==> src/rtl/hazard_scoreboard.sv <==
// Register scoreboard beside ID: tracks outstanding writes per register,
// owning tag and cycles to forwardable, and derives ID stall / fwd-ready.

// Per-source hazard check: one instance per source-operand port.
module hazard_src_chk #(
  parameter int LAT_W = 3
) (
  input  logic             src_zero,
  input  logic             src_pend,
  input  logic [LAT_W-1:0] src_cnt,
  input  logic             src_need,
  input  logic             wb_hit,
  output logic             blocked,
  output logic             fwd_ready
);
  logic cnt_zero;
  // Pending with count left stalls unless the owning producer retires now.
  always_comb begin
    cnt_zero  = (src_cnt == '0);
    blocked   = !src_zero && src_pend && !cnt_zero && src_need && !wb_hit;
    fwd_ready = !src_zero && ((src_pend && cnt_zero) || wb_hit);
  end
endmodule

module hazard_scoreboard #(
  parameter int NREG  = 32,
  parameter int NSRC  = 2,
  parameter int LAT_W = 3,
  parameter int TAG_W = 4,
  localparam int RW   = $clog2(NREG)
) (
  input  logic               clock,
  input  logic               reset_n,
  input  logic               id_issue,
  input  logic               id_wr_en,
  input  logic [RW-1:0]      id_wr_reg,
  input  logic [TAG_W-1:0]   id_wr_tag,
  input  logic [LAT_W-1:0]   id_wr_lat,
  input  logic [NSRC*RW-1:0] id_src_reg,
  input  logic [NSRC-1:0]    id_src_need,
  input  logic               pipe_hold,
  input  logic               wb_wr_en,
  input  logic [RW-1:0]      wb_wr_reg,
  input  logic [TAG_W-1:0]   wb_wr_tag,
  output logic               id_stall,
  output logic [NSRC-1:0]    src_fwd_ready,
  output logic [NREG-1:0]    pending,
  output logic [RW:0]        busy_cnt
);
  typedef struct packed {
    logic             pend;
    logic [TAG_W-1:0] tag;
    logic [LAT_W-1:0] cnt;
  } entry_t;

  entry_t [NREG-1:0] ent_q;
  logic              wb_clr;
  logic              waw;
  logic              issue_fire;
  logic [NSRC-1:0]   blocked;
  entry_t            wr_ent;

  // Writeback clears only when the completing tag still owns the entry.
  always_comb begin
    wb_clr = wb_wr_en && (wb_wr_reg != '0) && ent_q[wb_wr_reg].pend &&
             (ent_q[wb_wr_reg].tag == wb_wr_tag);
    wr_ent = ent_q[id_wr_reg];
    // A younger write must not become forwardable before the older one.
    waw    = id_wr_en && (id_wr_reg != '0) && wr_ent.pend &&
             (id_wr_lat < wr_ent.cnt);
    id_stall   = (|blocked) || waw;
    issue_fire = id_issue && !id_stall && !pipe_hold;
  end

  for (genvar k = 0; k < NSRC; k++) begin : g_src
    logic [RW-1:0] sreg;
    assign sreg = id_src_reg[k*RW +: RW];
    hazard_src_chk #(.LAT_W(LAT_W)) u_chk (
      .src_zero  (sreg == '0),
      .src_pend  (ent_q[sreg].pend),
      .src_cnt   (ent_q[sreg].cnt),
      .src_need  (id_src_need[k]),
      .wb_hit    (wb_clr && (wb_wr_reg == sreg)),
      .blocked   (blocked[k]),
      .fwd_ready (src_fwd_ready[k])
    );
  end

  // Entry update: issue beats same-cycle clear; counts freeze under hold.
  // Entry 0 is never written after reset and stays zero.
  always_ff @(posedge clock or negedge reset_n) begin
    if (!reset_n) begin
      ent_q <= '0;
    end else begin
      for (int i = 1; i < NREG; i++) begin
        if (issue_fire && id_wr_en && (id_wr_reg == RW'(i))) begin
          ent_q[i].pend <= 1'b1;
          ent_q[i].tag  <= id_wr_tag;
          ent_q[i].cnt  <= id_wr_lat;
        end else begin
          if (wb_clr && (wb_wr_reg == RW'(i))) ent_q[i].pend <= 1'b0;
          if (!pipe_hold && ent_q[i].pend && (ent_q[i].cnt != '0))
            ent_q[i].cnt <= ent_q[i].cnt - LAT_W'(1);
        end
      end
    end
  end

  // Pending vector and its popcount straight from registered state.
  always_comb begin
    busy_cnt = '0;
    for (int i = 0; i < NREG; i++) begin
      pending[i] = ent_q[i].pend;
      busy_cnt   = busy_cnt + (RW+1)'(ent_q[i].pend);
    end
  end
endmodule

==> config.mk <==
export PLATFORM = sky130hd
export DESIGN_NAME = hazard_scoreboard
export DESIGN_NICKNAME = d
export VERILOG_FILES = /design/src/rtl/hazard_scoreboard.sv
export SDC_FILE = /design/constraint.sdc
export NUM_CORES = 1
export LEC_CHECK = 0
export ABC_AREA = 0
export CAP_MARGIN = 20
export CELL_PAD_IN_SITES_DETAIL_PLACEMENT = 1
export CELL_PAD_IN_SITES_GLOBAL_PLACEMENT = 2
export CORE_MARGIN = 4
export CORE_UTILIZATION = 46
export CTS_BUF_LIST = sky130_fd_sc_hd__clkbuf_16
export CTS_CLUSTER_SIZE = 28
export DETAILED_ROUTE_END_ITERATION = 10
export PLACE_DENSITY = 0.88
export SLEW_MARGIN = 25
export SYNTH_ARGS = -nofsm -noshare
export SYNTH_HDL_FRONTEND = slang
export SYNTH_SLANG_ARGS = --single-unit
export TNS_END_PERCENT = 50
==> constraint.sdc <==
create_clock -name clock -period 9.2 [get_ports clock]
set_input_delay 0.92 -clock clock [delete_from_list [all_inputs] [get_ports clock]]
set_output_delay 0.92 -clock clock [all_outputs]
set_load 0.05 [all_outputs]
; Word level (Yosys, flattened, before mapping)
; Index checks and enable logic that the tools add are counted.
[word_totals]
reg_bits = 248
ram_bits = 0
memories = 0
output_inout_bits = 41
latch_bits = 0
romBits = 0
input_bits = 39
[op_classes]
div_mod_pow = 0
shift = 0
n_mul = 0
eq_ne = 65
order_cmp = 5
bitwise = 0
n_reduce_logical = 258
n_addsub = 62
muxes = 132
[op_table]
columns = op, n
row1 = 3-bit two-way mux, 62
row2 = 8-bit binary-select mux with 5-bit select, 4
row3 = 5-bit equality test (second input constant), 32
row4 = 6-bit by 1-bit adder with 6-bit output, 26
row5 = 1-bit logical AND, 147
row6 = 2-bit nonzero test, 62
row7 = 3-bit nonzero test, 31
row8 = 3-bit by 1-bit subtractor with 3-bit output (second input constant), 31
row9 = 5-bit by 4-bit equality test with 1-bit output (second input constant), 16
row10 = 1-bit two-way mux, 62
row11 = 5-bit by 3-bit equality test with 1-bit output (second input constant), 8
row12 = 8-bit two-way mux, 4
row13 = 5-bit by 6-bit < comparator with 1-bit output (second input constant), 4
row14 = 5-bit by 2-bit equality test with 1-bit output (second input constant), 4
row15 = 5-bit by 1-bit equality test with 1-bit output (second input constant), 2
row16 = 5-bit equality test, 2
row17 = 5-bit logical NOT, 2
row18 = 5-bit nonzero test, 2
row19 = 1-bit logical NOT, 8
row20 = 5-bit by 1-bit adder with 6-bit output, 1
row21 = 3-bit logical NOT, 2
row22 = 4-bit by 1-bit adder with 5-bit output, 1
row23 = 3-bit by 1-bit adder with 4-bit output, 1
row24 = 4-bit equality test, 1
row25 = other kinds (5), 7

; Logic depth before layout (Yosys ltp)
[logic_depth]
depth_word = 31
depth_mapped = 21
ltp_nobuf = 17

; By module
; A second synthesis with hierarchy kept.
[hier_totals]
hier_cells = 1523
hier_area_um2 = 17888.4
[modules_own_cells]
columns = mod, seq_area_each_um2, cells_each, area_each_um2, n_inst
row1 = hazard_scoreboard, 6206.0, 1511, 17820.8, 1
row2 = hazard_src_chk, 0.0, 6, 33.8, 2

; Least setup slack after synthesis
; No wires, ideal clock.
[synth_timing]
path_type = register to output
startpoint = register ent_q, in the netlist pending[5]
endpoint = output busy_cnt[4]
required_time_ps = 8280
stages_incl_launch_ff = 18
n_path_buf = 0
t_arrival_ps = 5112
setup_slack_ps = 3168
path_cell_list = dfrtp_1 > inv_1 > fa_1 > inv_1 > fa_1 > inv_1 > fa_1 > fa_1 > fa_1 > fa_1 > inv_1 > ha_1 > inv_1 > fa_1 > inv_1 > a21o_1 > a21oi_1 > xnor2_1
[synth_via]
elab_chain_len = 27
[synth_rtl]
columns = element, line_no
row1 = "start, declared", 56  ; entry_t [NREG-1:0] ent_q;
row2 = 5-bit by 1-bit adder with 6-bit output, 114  ; busy_cnt = busy_cnt + (RW+1)'(ent_q[i].pend);
row3 = 6-bit by 1-bit adder with 6-bit output (26 in series), 114
row4 = "end, declared", 48  ; output logic [RW:0] busy_cnt
; No other way between the ends.

; Final worst setup path
[layout_timing]
startpoint = register ent_q, in the netlist pending[5]
endpoint = output busy_cnt[3]
; Same word-level chain as after synthesis.

==> impl_metrics.py <==
metrics = {
    "run_status": {
        "status": "completed",
    },
    "worst_setup_path": {
        "crit_type": "reg2out",
        "worst_ep_required_time_ns": 8.28,
        "cp_slowest_cell": "clkdlybuf4s50_1",
        "slowest_delay_ns": 0.82,
        "ff2ff_setup_slack_ns": 4.63,
        "critPathCaptureType": "output port",
        "cp_max_fo": 6,
        "worstPathArrival_ns": 6.17,
        "startpoint_type": "flop",
        "reg2reg_depth": 9,
        "r2r-end": "ent_q[59]$_DFFE_PN0P_",
        "reg2reg_from": "ent_q[229]$_DFFE_PN0P_",
        "critical_path.cell_chain": "inv_1 > fa_1 > inv_1 > fa_1 > inv_1 > fa_1 > inv_1 > fa_1 > fa_1 > inv_1 > fa_1 > inv_1 > ha_1 > a21o_1 > a21oi_1 > xnor2_1 > clkdlybuf4s50_1",
    },
    "place": {
        "gp_congestion": 0.911,
        "portBuffers": 78,
        "dp_hpwl_um": 41000,
        "post_dp_cell_area_mm2": 0.0182,
    },
    "floorplanning": {
        "dieArea_mm2": 0.0411,
        "die_h_um": 203,
        "die_w_um": 203,
        "core_mm2": 0.0375,
        "start_util": 0.465,
        "io_pins": 80,
        "rows": 71,
    },
    "power": {
        "p_seq_frac": 0.308,
        "p_per_area_mw_per_mm2": 283,
        "p_int_uw": 3170,
        "pwr-share-clk": 0.213,
        "swShare": 0.412,
        "peakVddDrop_v": 0.000352,
        "switchingPower_uw": 2220,
        "p_leak_uw": 0.00893,
        "power_frac_comb": 0.479,
    },
    "yosys": {
        "yosysMostFrequentCell": "dfrtp_1",
        "ys.flop_type": "dfrtp_1",
        "synth.top_cell.area_share": 0.356,
        "synth_cell_types": 69,
        "syn-num-nets": 1666,
        "synth_compound_area_frac": 0.0705,
        "synth_mux_area_frac": 0.302,
        "synth_edf_count": 0,
        "synth-simple-area-share": 0.0898,
        "synth.cell_area_mm2": 0.0174,
        "ys_seq_area_frac": 0.356,
        "synthAdderAreaFrac": 0.0781,
        "netlist_top_cells_area": "dfrtp_1, mux4_2, mux2_2",
        "yosysTopAreaCell": "dfrtp_1",
        "yosysWarnings": 8,
        "synth_xor_area_frac": 0.0237,
        "synth_top_family_by_area": "multiplexers",
        "postSynthAreaPerCell_um2": 11.4,
        "ys_top_cells_by_count": "dfrtp_1, inv_1, mux2_2",
        "ys_ff_latch": 248,
        "syn_inst": 1532,
        "synthArstFlopShare": 1.00,
    },
    "worst_hold_path": {
        "hp-class": "in2async",
    },
    "drt": {
        "dr.pass1.iters": 5,
        "vias_per_cell": 6.24,
        "wirelength_um": 57900,
        "route.detailed.drc": 0,
        "drt_iter0_drc": 1172,
        "num_vias": 12824,
        "routedWlPerCell_um": 28.2,
        "ant_nets": 0,
    },
    "timing": {
        "max_freq_mhz": 141,
        "layout_min_cycle_time_ns": 7.09,
        "rsz0062_at_grt": "false",
        "post-route-period-util": 0.770,
        "fin_skew_ns": 0.0271,
        "worst_pin_slew_ns": 1.13,
        "finalSetupTns_ns": 0,
        "maxSlewViolCount": 0,
        "setup-violations-final": 0,
        "relSlewSlack": 0.243,
        "finalHoldViolCount": 0,
        "hold_slack_ns": 0.418,
    },
    "cts": {
        "clk_pin_slew_ns": 0.06,
        "cts-hold-fix-buffers": 0,
        "cts_resized": 0,
        "clk_latency_ns": 0.58,
        "cts_tree": "built",
        "cts_sinks": 248,
        "clock-root-buffer": "clkbuf_16",
        "numCtsBuffers": 29,
        "postCtsSetupBuffers": 0,
        "htreeDepth": 1,
        "clockBufferDepth": 3,
    },
    "layout": {
        "finalNetCount": 1654,
        "syn_to_final_growth_pct": 9.51,
        "postLayoutCellArea_mm2": 0.0191,
        "drive_above_1_share": 0.254,
        "fillers": 3993,
        "multi_input_area_mm2": 0.00986,
        "seqCellArea_mm2": 0.00621,
    },
    "grt": {
        "grt_pass1_wl_um": 87600,
        "grt_overflow": 0,
        "grt_max_degree": 118,
        "antenna_found_initial": 2,
        "grt_pass1_vias": 13660,
        "grt_util_all_layers": 0.278,
    },
    "job": {
        "maxCapViolCount": 0,
    },
}
cell usage in the layout (no fill, tap or decap), types with 7 or more instances in the layout:
cell / count
mux4_2: 85
clkdlybuf4s50_1: 68
clkbuf_16: 29
a21o_1: 8
mux2i_1: 39
fa_1: 23
mux2_2: 125
dfrtp_1: 248
o21ai_0: 32
nor2_1: 76
nor4_1: 7
mux2_4: 92
a22o_1: 8
and3_1: 10
a31oi_1: 7
xnor2_1: 39
ha_1: 72
mux2_1: 15
nand2_1: 50
inv_1: 160
buf_2: 9
nor3b_1: 10
buf_4: 21
a22oi_1: 8
nand4_1: 8
nor2b_1: 13
nor3_1: 70
a21oi_1: 74
or4_1: 15
nand3_1: 16
critical path, delay by kind of cell (launching register included):
family                     cells  cell delay (ns)
buffers and inverters          7             1.29
adders and majority gates      7             3.29
AOI/OAI and AO/OA              2             0.39
DFF                            1             0.46
xor gates and xnor gates       1             0.15
worst max-delay path by stage:
stage	startpoint	endpoint
global route	pending[5]$_DFFE_PN0P_	busy_cnt[3]
floorplan	pending[5]$_DFFE_PN0P_	busy_cnt[4]
global placement	id_wr_reg[3]	id_stall
CTS	pending[5]$_DFFE_PN0P_	busy_cnt[3]
finish	pending[5]$_DFFE_PN0P_	busy_cnt[3]
detailed placement	id_wr_reg[3]	id_stall
power groups by stage:
stage	Clock, uW	Combinational, uW	Sequential, uW
after floorplan	0	1950	1530
after global routing	1210	2840	1690
after CTS	1160	2590	1650
final	1150	2580	1660
after detailed placement	0	2570	1660
after global placement	0	2440	1650
cells by family (layout without fill, tap and decap cells):
group,after synthesis,after routing
buffers and inverters,295,305
AND/OR/NAND/NOR,302,302
flip-flops,248,248
adder cells (fa/ha/maj),95,95
multiplexers,356,356
XOR/XNOR,45,45
other,1,2
AO/OA/AOI/OAI,190,190
registers in the layout, indices dropped and copies added (netlist names):
register and cells:
ent_q 217, pending 31
cell type report:
cell class / instances / area share
multi-input cells: 989 / 0.516
well taps: 511 / 0.0335
inverters: 153 / 0.0301
flip-flops and latches: 248 / 0.325
clock buffers: 29 / 0.0380
clock inverters: 24 / 0.0100
repair buffers: 99 / 0.0470
diodes: 1 / 0.000131
layer usage:
metal	up-vias	part of all wire	global-route usage
li1	5423	-	-
met1	6767	0.43	0.388
met2	508	0.47	0.450
met3	124	0.074	0.0487
met4	2	0.032	0.0790
met5	-	0.00035	0.00595
stage by stage:
stage               total power (uW)  cells  setup slack (ns)   util
finish                          5400   2054              2.11  0.509
global route                    5740   2054              1.88  0.509
CTS                             5400   2053              2.11  0.509
detailed placement              4230   2000              2.57  0.485
global placement                4090   2000              2.65  0.485
floorplan                       3480   1532              3.17      -
Note: power is estimated with default switching activity, not from simulation.
